--- src/rtl/aftab_lsu_read_extend.sv ---
// Byte-serial load read unit: fetches 1/2/4/8 bytes little-endian and sign/zero-extends to XLEN.
// Optional feature macro: ALIGN_CHECK_EN (adds the misaligned port and an ERR path for unaligned loads).
module aftab_lsu_read_extend #(
  parameter int unsigned XLEN   = 32,
  parameter int unsigned ADDR_W = 32
) (
  input  logic              clk,
  input  logic              rst,
  input  logic              startLoad,
  input  logic [ADDR_W-1:0] addrIn,
  input  logic [1:0]        sizeSel,
  input  logic              signedLoad,
  input  logic [7:0]        memDataIn,
  input  logic              memReady,
  output logic              memRead,
  output logic [ADDR_W-1:0] memAddr,
  output logic [XLEN-1:0]   dataOut,
  output logic              done,
`ifdef ALIGN_CHECK_EN
  output logic              misaligned,
`endif
  output logic              busy
);

  localparam int unsigned NB_MAX = XLEN / 8;
  localparam int unsigned CNT_W  = 3;

  typedef enum logic [1:0] {IDLE, READ, EXT, ERR} state_t;

  state_t              state_q, state_d;
  logic [CNT_W-1:0]    cnt_q, cnt_d;
  logic [ADDR_W-1:0]   base_q, base_d;
  logic [1:0]          size_q, size_d;
  logic                sgn_q, sgn_d;
  logic [XLEN-1:0]     buf_q, buf_d;
  logic [XLEN-1:0]     data_q, data_d;
  logic                done_q, done_d;
  logic                mem_read_q, mem_read_d;
  logic [ADDR_W-1:0]   mem_addr_q, mem_addr_d;
  logic                busy_q, busy_d;
  logic [1:0]          size_eff;
`ifdef ALIGN_CHECK_EN
  logic                mis_q, mis_d;
`endif

  // Index of the final byte for a given size code.
  function automatic logic [CNT_W-1:0] last_cnt(input logic [1:0] sz);
    case (sz)
      2'b00:   last_cnt = CNT_W'(0);
      2'b01:   last_cnt = CNT_W'(1);
      2'b10:   last_cnt = CNT_W'(3);
      default: last_cnt = CNT_W'(7);
    endcase
  endfunction

  // Keeps the low 8<<sz bits and fills the rest with the (optional) sign bit.
  function automatic logic [XLEN-1:0] extend(input logic [XLEN-1:0] b, input logic [1:0] sz,
                                             input logic sg);
    logic        s;
    int unsigned nbits;
    case (sz)
      2'b00:   s = b[7];
      2'b01:   s = b[15];
      2'b10:   s = b[31];
      default: s = b[XLEN-1];
    endcase
    nbits = 32'd8 << sz;
    for (int unsigned i = 0; i < XLEN; i++) begin
      extend[i] = (i < nbits) ? b[i] : (sg & s);
    end
  endfunction

  // Doubles degrade to words on a 32-bit datapath.
  assign size_eff = ((XLEN == 32) && (sizeSel == 2'b11)) ? 2'b10 : sizeSel;

  always_comb begin
    state_d    = state_q;
    cnt_d      = cnt_q;
    base_d     = base_q;
    size_d     = size_q;
    sgn_d      = sgn_q;
    buf_d      = buf_q;
    data_d     = data_q;
    done_d     = 1'b0;
    mem_read_d = 1'b0;
    mem_addr_d = '0;
`ifdef ALIGN_CHECK_EN
    mis_d      = 1'b0;
`endif
    case (state_q)
      IDLE: begin
        if (startLoad) begin
          base_d = addrIn;
          size_d = size_eff;
          sgn_d  = signedLoad;
          cnt_d  = '0;
`ifdef ALIGN_CHECK_EN
          if ((addrIn[CNT_W-1:0] & last_cnt(size_eff)) != '0) begin
            state_d = ERR;
            done_d  = 1'b1;
            mis_d   = 1'b1;
          end else
`endif
          begin
            state_d    = READ;
            mem_read_d = 1'b1;
            mem_addr_d = addrIn;
          end
        end
      end
      READ: begin
        mem_read_d = 1'b1;
        mem_addr_d = base_q + ADDR_W'(cnt_q);
        if (memReady) begin
          for (int unsigned j = 0; j < NB_MAX; j++) begin
            if (cnt_q == CNT_W'(j)) buf_d[8*j +: 8] = memDataIn;
          end
          if (cnt_q == last_cnt(size_q)) begin
            // Result and done are registered together so they appear in the EXT cycle.
            state_d    = EXT;
            done_d     = 1'b1;
            mem_read_d = 1'b0;
            mem_addr_d = '0;
            data_d     = extend(buf_d, size_q, sgn_q);
          end else begin
            cnt_d      = cnt_q + CNT_W'(1);
            mem_addr_d = base_q + ADDR_W'(cnt_d);
          end
        end
      end
      EXT:     state_d = IDLE;
      ERR:     state_d = IDLE;
      default: state_d = IDLE;
    endcase
    busy_d = (state_d != IDLE);
  end

  always_ff @(posedge clk) begin
    if (rst) begin
      state_q    <= IDLE;
      cnt_q      <= '0;
      base_q     <= '0;
      size_q     <= '0;
      sgn_q      <= 1'b0;
      buf_q      <= '0;
      data_q     <= '0;
      done_q     <= 1'b0;
      mem_read_q <= 1'b0;
      mem_addr_q <= '0;
      busy_q     <= 1'b0;
`ifdef ALIGN_CHECK_EN
      mis_q      <= 1'b0;
`endif
    end else begin
      state_q    <= state_d;
      cnt_q      <= cnt_d;
      base_q     <= base_d;
      size_q     <= size_d;
      sgn_q      <= sgn_d;
      buf_q      <= buf_d;
      data_q     <= data_d;
      done_q     <= done_d;
      mem_read_q <= mem_read_d;
      mem_addr_q <= mem_addr_d;
      busy_q     <= busy_d;
`ifdef ALIGN_CHECK_EN
      mis_q      <= mis_d;
`endif
    end
  end

  assign memRead = mem_read_q;
  assign memAddr = mem_addr_q;
  assign dataOut = data_q;
  assign done    = done_q;
  assign busy    = busy_q;
`ifdef ALIGN_CHECK_EN
  assign misaligned = mis_q;
`endif

endmodule

--- config.mk ---
export PLATFORM = sky130hd
export DESIGN_NAME = aftab_lsu_read_extend
export DESIGN_NICKNAME = d
export VERILOG_FILES = /design/src/rtl/aftab_lsu_read_extend.sv
export SDC_FILE = /design/constraint.sdc
export NUM_CORES = 1
export LEC_CHECK = 0
export ABC_AREA = 1
export CORE_MARGIN = 4
export CORE_UTILIZATION = 54
export DETAILED_ROUTE_END_ITERATION = 8
export PLACE_DENSITY_LB_ADDON = 0.08
export SYNTH_ARGS = -nofsm -noshare
export SYNTH_HDL_FRONTEND = slang
export SYNTH_SLANG_ARGS = --single-unit
export TNS_END_PERCENT = 100
--- constraint.sdc ---
create_clock -name clk -period 2.8 [get_ports clk]
set_input_delay 0.84 -clock clk [delete_from_list [all_inputs] [get_ports clk]]
set_output_delay 0.84 -clock clk [all_outputs]
set_load 0.03 [all_outputs]
==> reports/results.tsv, run 1 <==
metric	value	unit
Num CTS Buffers	17	
time the final worst path needs with I/O delays and setup	2563	ps
post-place instance area	0.008344	mm2
Clk Latency, worst-skew pair	420	ps
reg2reg path depth	13	
outcome	finished, final reports clean	
clock tree root buffer cell	sky130_fd_sc_hd__clkbuf_16	
Via density	5.382	
Setup crit end kind	flop	
vias in the first global route	6993	
leading cell types by total area after synthesis	sky130_fd_sc_hd__dfxtp_1, sky130_fd_sc_hd__nand2_1, sky130_fd_sc_hd__a21oi_1, sky130_fd_sc_hd__o21ai_0, sky130_fd_sc_hd__nand3_1	
count of cell types in the netlist	37	
Fmax achieved	0.3901	GHz
largest family of logic cells by synthesized area	simple AND/OR/NAND/NOR gates	
post-layout instance area	0.008975	mm2
depth of the CTS H-tree	4	
half-perimeter wire length after detailed placement	14.28	mm
first-pass GRT wire length	32.95	mm
end of the worst register-to-register path	memAddr[30]$_SDFF_PP0_	
cell taking the most area after synthesis	sky130_fd_sc_hd__dfxtp_1	
die width	122.3	um
grt total ovfl	0	
IO buf count	113	
endpoints failing hold	0	
final worst-path cycle share	91.54	%
height of the chip	122.3	um
maximum clock skew at final layout	7.263	ps
cells along the critical path	inv_1, ha_1, fa_1, a21oi_1, nor2_2, nand2_1, nor2_1, nand2_1, nand2_1, nand3_1, nand3_1, nand2_1, inv_1	
CTS tree	done	
Antenna Cells	0	
type of the setup path with the least slack	flop to flop	
number of maximum-capacitance violations	0	
vias after detailed routing	7120	
simple-gate share of the synthesized area	29.20	%
start point of the critical path	cnt_q[0]$_SDFFE_PP0P_	
adder-cell area share of the yosys netlist	2.517	%
number of nets with antenna violations after detailed routing	0	
worst-margin pin slew	610.8	ps
data arrival at the endpoint of the critical path	2880	ps
sum of buffers and inverters on the critical path	2	
Reg2Reg Setup Slack	240	ps
number of flip-flops and latches in the synthesized netlist	139	
Max Slew Vio Count	0	
master of the slowest instance on the critical path	sky130_fd_sc_hd__fa_1	
post-detailed-route DRC marker count	0	
Fin Setup TNS	0	ps
antenna violations before repair	0	
largest net degree at the start of global routing	57	
starting density of the core	55.48	%
sequential share of the synthesized area	39.43	%
drt first pass iters	6	
share of the synthesized area in compound gates (AO/OA/AOI/OAI)	16.20	%
TritonCTS Sinks	139	
Detailed Route Iter0 Violations	391	
Final GP Congestion	0.8994	
average wire per cell in the routed design	15.37	um
growth of design area from synthesis to finish	27.16	%
ratio of cells with drive above 1 in the final layout	7.211	%
area share of the leading cell type in the synthesized netlist	39.43	%
worst hold path class	flop to flop	
Synth warnings	0	
post-synthesis cell area	0.007058	mm2
multiplexer share of the synthesized area	3.120	%
Avg Synthesized Cell Area	6.866	um2
post-synthesis xor/xnor area fraction	1.454	%
post-CTS setup buffer count	0	
count of boundary I/O pins	114	
net count of the finished layout	1198	
delay-heaviest family, CP	adder cells	
CP Capture Point	memAddr[30]$_SDFF_PP0_	
highest net fanout along the worst path	6	
cell depth of the worst setup path	13	
WP data required	3120	ps
Static Leakage	3.825	nW
Global Route Usage Sum	27.87	%
final setup fails	0	
standard cell core area	0.01272	mm2
Hold-fix buffers, CTS	0	
type of origin of the critical path	flop	
maximum ir drop on the vdd rail	0.0007656	V
worst relative slew slack	59.28	%
area of the die	0.01496	mm2
clock edge transition at the registers on the reported setup and hold paths	60	ps
delay of the slowest cell on the worst path	440	ps
wirelength, routed	20.33	mm
number of cells produced by synthesis	1028	
Crit Reg-Reg Startpoint	cnt_q[0]$_SDFFE_PP0P_	
synthesized net count	1088	
total power divided by cell area	629.0	mW/mm2
number of buffers on the longest clock path	2	
number of cell rows	41	
RSZ-0062 raised after global routing	no	
Crit path top cell by count	sky130_fd_sc_hd__nand2_1	
[worst register-to-register path, stage by stage (launching register included)]
cell and delay (ps):
sky130_fd_sc_hd__dfxtp_2 410, sky130_fd_sc_hd__inv_1 120, sky130_fd_sc_hd__ha_1 370, sky130_fd_sc_hd__fa_1 440
sky130_fd_sc_hd__a21oi_1 290, sky130_fd_sc_hd__nor2_2 110, sky130_fd_sc_hd__nand2_1 190, sky130_fd_sc_hd__nor2_1 120
sky130_fd_sc_hd__nand2_1 80, sky130_fd_sc_hd__nand2_1 50, sky130_fd_sc_hd__nand3_1 90, sky130_fd_sc_hd__nand3_1 90
sky130_fd_sc_hd__nand2_1 60, sky130_fd_sc_hd__inv_1 40
[layout by cell type, fill, tap and decap left out, types with 2 or more instances in the layout]
cell type                         instances
sky130_fd_sc_hd__a21oi_1                107
sky130_fd_sc_hd__a31oi_1                  6
sky130_fd_sc_hd__buf_4                   17
sky130_fd_sc_hd__bufinv_16                3
sky130_fd_sc_hd__clkbuf_16               17
sky130_fd_sc_hd__clkbuf_8                 3
sky130_fd_sc_hd__clkdlybuf4s50_1        112
sky130_fd_sc_hd__clkinv_4                 3
sky130_fd_sc_hd__dfxtp_1                138
sky130_fd_sc_hd__fa_1                     2
sky130_fd_sc_hd__ha_1                    11
sky130_fd_sc_hd__inv_1                   96
sky130_fd_sc_hd__inv_2                    3
sky130_fd_sc_hd__inv_4                    2
sky130_fd_sc_hd__inv_6                    4
sky130_fd_sc_hd__mux2i_1                 22
sky130_fd_sc_hd__nand2_1                257
sky130_fd_sc_hd__nand2_4                  2
sky130_fd_sc_hd__nand3_1                 94
sky130_fd_sc_hd__nand4_1                  5
sky130_fd_sc_hd__nor2_1                  96
sky130_fd_sc_hd__nor2_2                   5
sky130_fd_sc_hd__nor2_8                   3
sky130_fd_sc_hd__nor3_1                   3
sky130_fd_sc_hd__o21ai_0                 96
sky130_fd_sc_hd__o21ai_1                 10
sky130_fd_sc_hd__or2_2                   11
sky130_fd_sc_hd__xor2_1                   7
[registers in the layout, indices dropped and copies added, names as in the netlist]
signal / count
base_q: 32
buf_q: 32
busy: 1
cnt_q: 3
dataOut: 32
done: 1
memAddr: 32
memRead: 1
sgn_q: 1
size_q: 2
state_q: 2
[timing repair]
| item | 4_1_cts | 5_1_grt |
|---|---|---|
| endpoints found under the hold margin | 0 | 0 |
| endpoints found under the setup margin | 0 | 9 |
| gates resized for setup | 0 | 2 |
[metal layers]
layer  up-vias  global-route usage (%)  wire (um)  share of wire [%]
met4         0                   13.93        807                4.0
met3        59                   6.406       1156                5.7
met5         -                       0          0                  0
met1      3246                   33.35       8509                 42
met2       245                   46.96       9857                 48
li1       3570                       -          -                  -
[kinds of logic after synthesis]
logic type,after synthesis
xor gates and xnor gates,10
buffers and inverters,141
and+or+nand+nor,479
AOI/OAI and AO/OA,224
muxes,22
DFF,139
adders and majority gates,13
[worst min path at each step]
| stage | start | end | cells after the start |
|---|---|---|---|
| 4_1_cts | buf_q[27]$_SDFFE_PP0P_ | buf_q[27]$_SDFFE_PP0P_ | 2 |
| 3_5_place_dp | buf_q[27]$_SDFFE_PP0P_ | buf_q[27]$_SDFFE_PP0P_ | 2 |
| 6_report | buf_q[26]$_SDFFE_PP0P_ | buf_q[26]$_SDFFE_PP0P_ | 2 |
| 5_1_grt | buf_q[27]$_SDFFE_PP0P_ | buf_q[27]$_SDFFE_PP0P_ | 2 |
| 3_3_place_gp | buf_q[28]$_SDFFE_PP0P_ | buf_q[28]$_SDFFE_PP0P_ | 2 |
| 2_1_floorplan | buf_q[24]$_SDFFE_PP0P_ | buf_q[24]$_SDFFE_PP0P_ | 2 |
[cells in the mapped netlist, drive strengths merged]
library cell    n
clkbuf         29
a31oi           6
inv           102
xnor2           2
a211oi          1
a21oi         108
or2            11
mux2i          22
xor2            8
nand3          94
fa              2
o211ai          1
o21a            1
nor2          105
nor3            3
buf            10
nand2         260
ha             11
o21ai         107
nand4           6
dfxtp         139
[final cells by class]
cell class	count	area, um2
Timing Repair Buffer	130	1254
Multi-Input combinational cell	748	3707
Clock buffer	21	470.5
Sequential cell	139	2784
Inverter	102	387.9
Clock inverter	11	156.4
Tap cell	172	215.2
Fill cell	1129	3747
[where the power goes]
group / internal, W / total, W / switching, W
Clock: 0.00149 / 0.00237 / 0.000888
Sequential: 0.00213 / 0.00225 / 0.000115
Combinational: 0.000387 / 0.00102 / 0.000636
Total: 0.00401 / 0.00564 / 0.00164
[per-stage QoR]
| step | power, W | hold WS [ps] | utilization [%] | instances | setup WS [ps] |
|---|---|---|---|---|---|
| 6_report | 0.005645 | 447.6 | 70.54 | 1323 | 236.8 |
| 5_1_grt | 0.005864 | 473.8 | 70.54 | 1323 | 87.52 |
| 4_1_cts | 0.005662 | 450.0 | 70.52 | 1323 | 126.3 |
| 3_5_place_dp | 0.003299 | 440.5 | 65.59 | 1291 | 210.6 |
| 3_3_place_gp | 0.003284 | 438.6 | 65.59 | 1291 | 268.2 |
| 2_1_floorplan | 0.002918 | 424.4 | - | 1028 | 456.9 |
(Power assumes the default switching activity.)
==> inputs of run 2 (changes only) <==
--- a/config.mk
+++ b/config.mk
@@ -13,4 +13,4 @@
 export SYNTH_ARGS = -nofsm -noshare
 export SYNTH_HDL_FRONTEND = slang
 export SYNTH_SLANG_ARGS = --single-unit
-export TNS_END_PERCENT = 100
+export TNS_END_PERCENT = 10
==> results of run 2 <==
The final DEF is identical to that of run 1; final timing and power are the same.
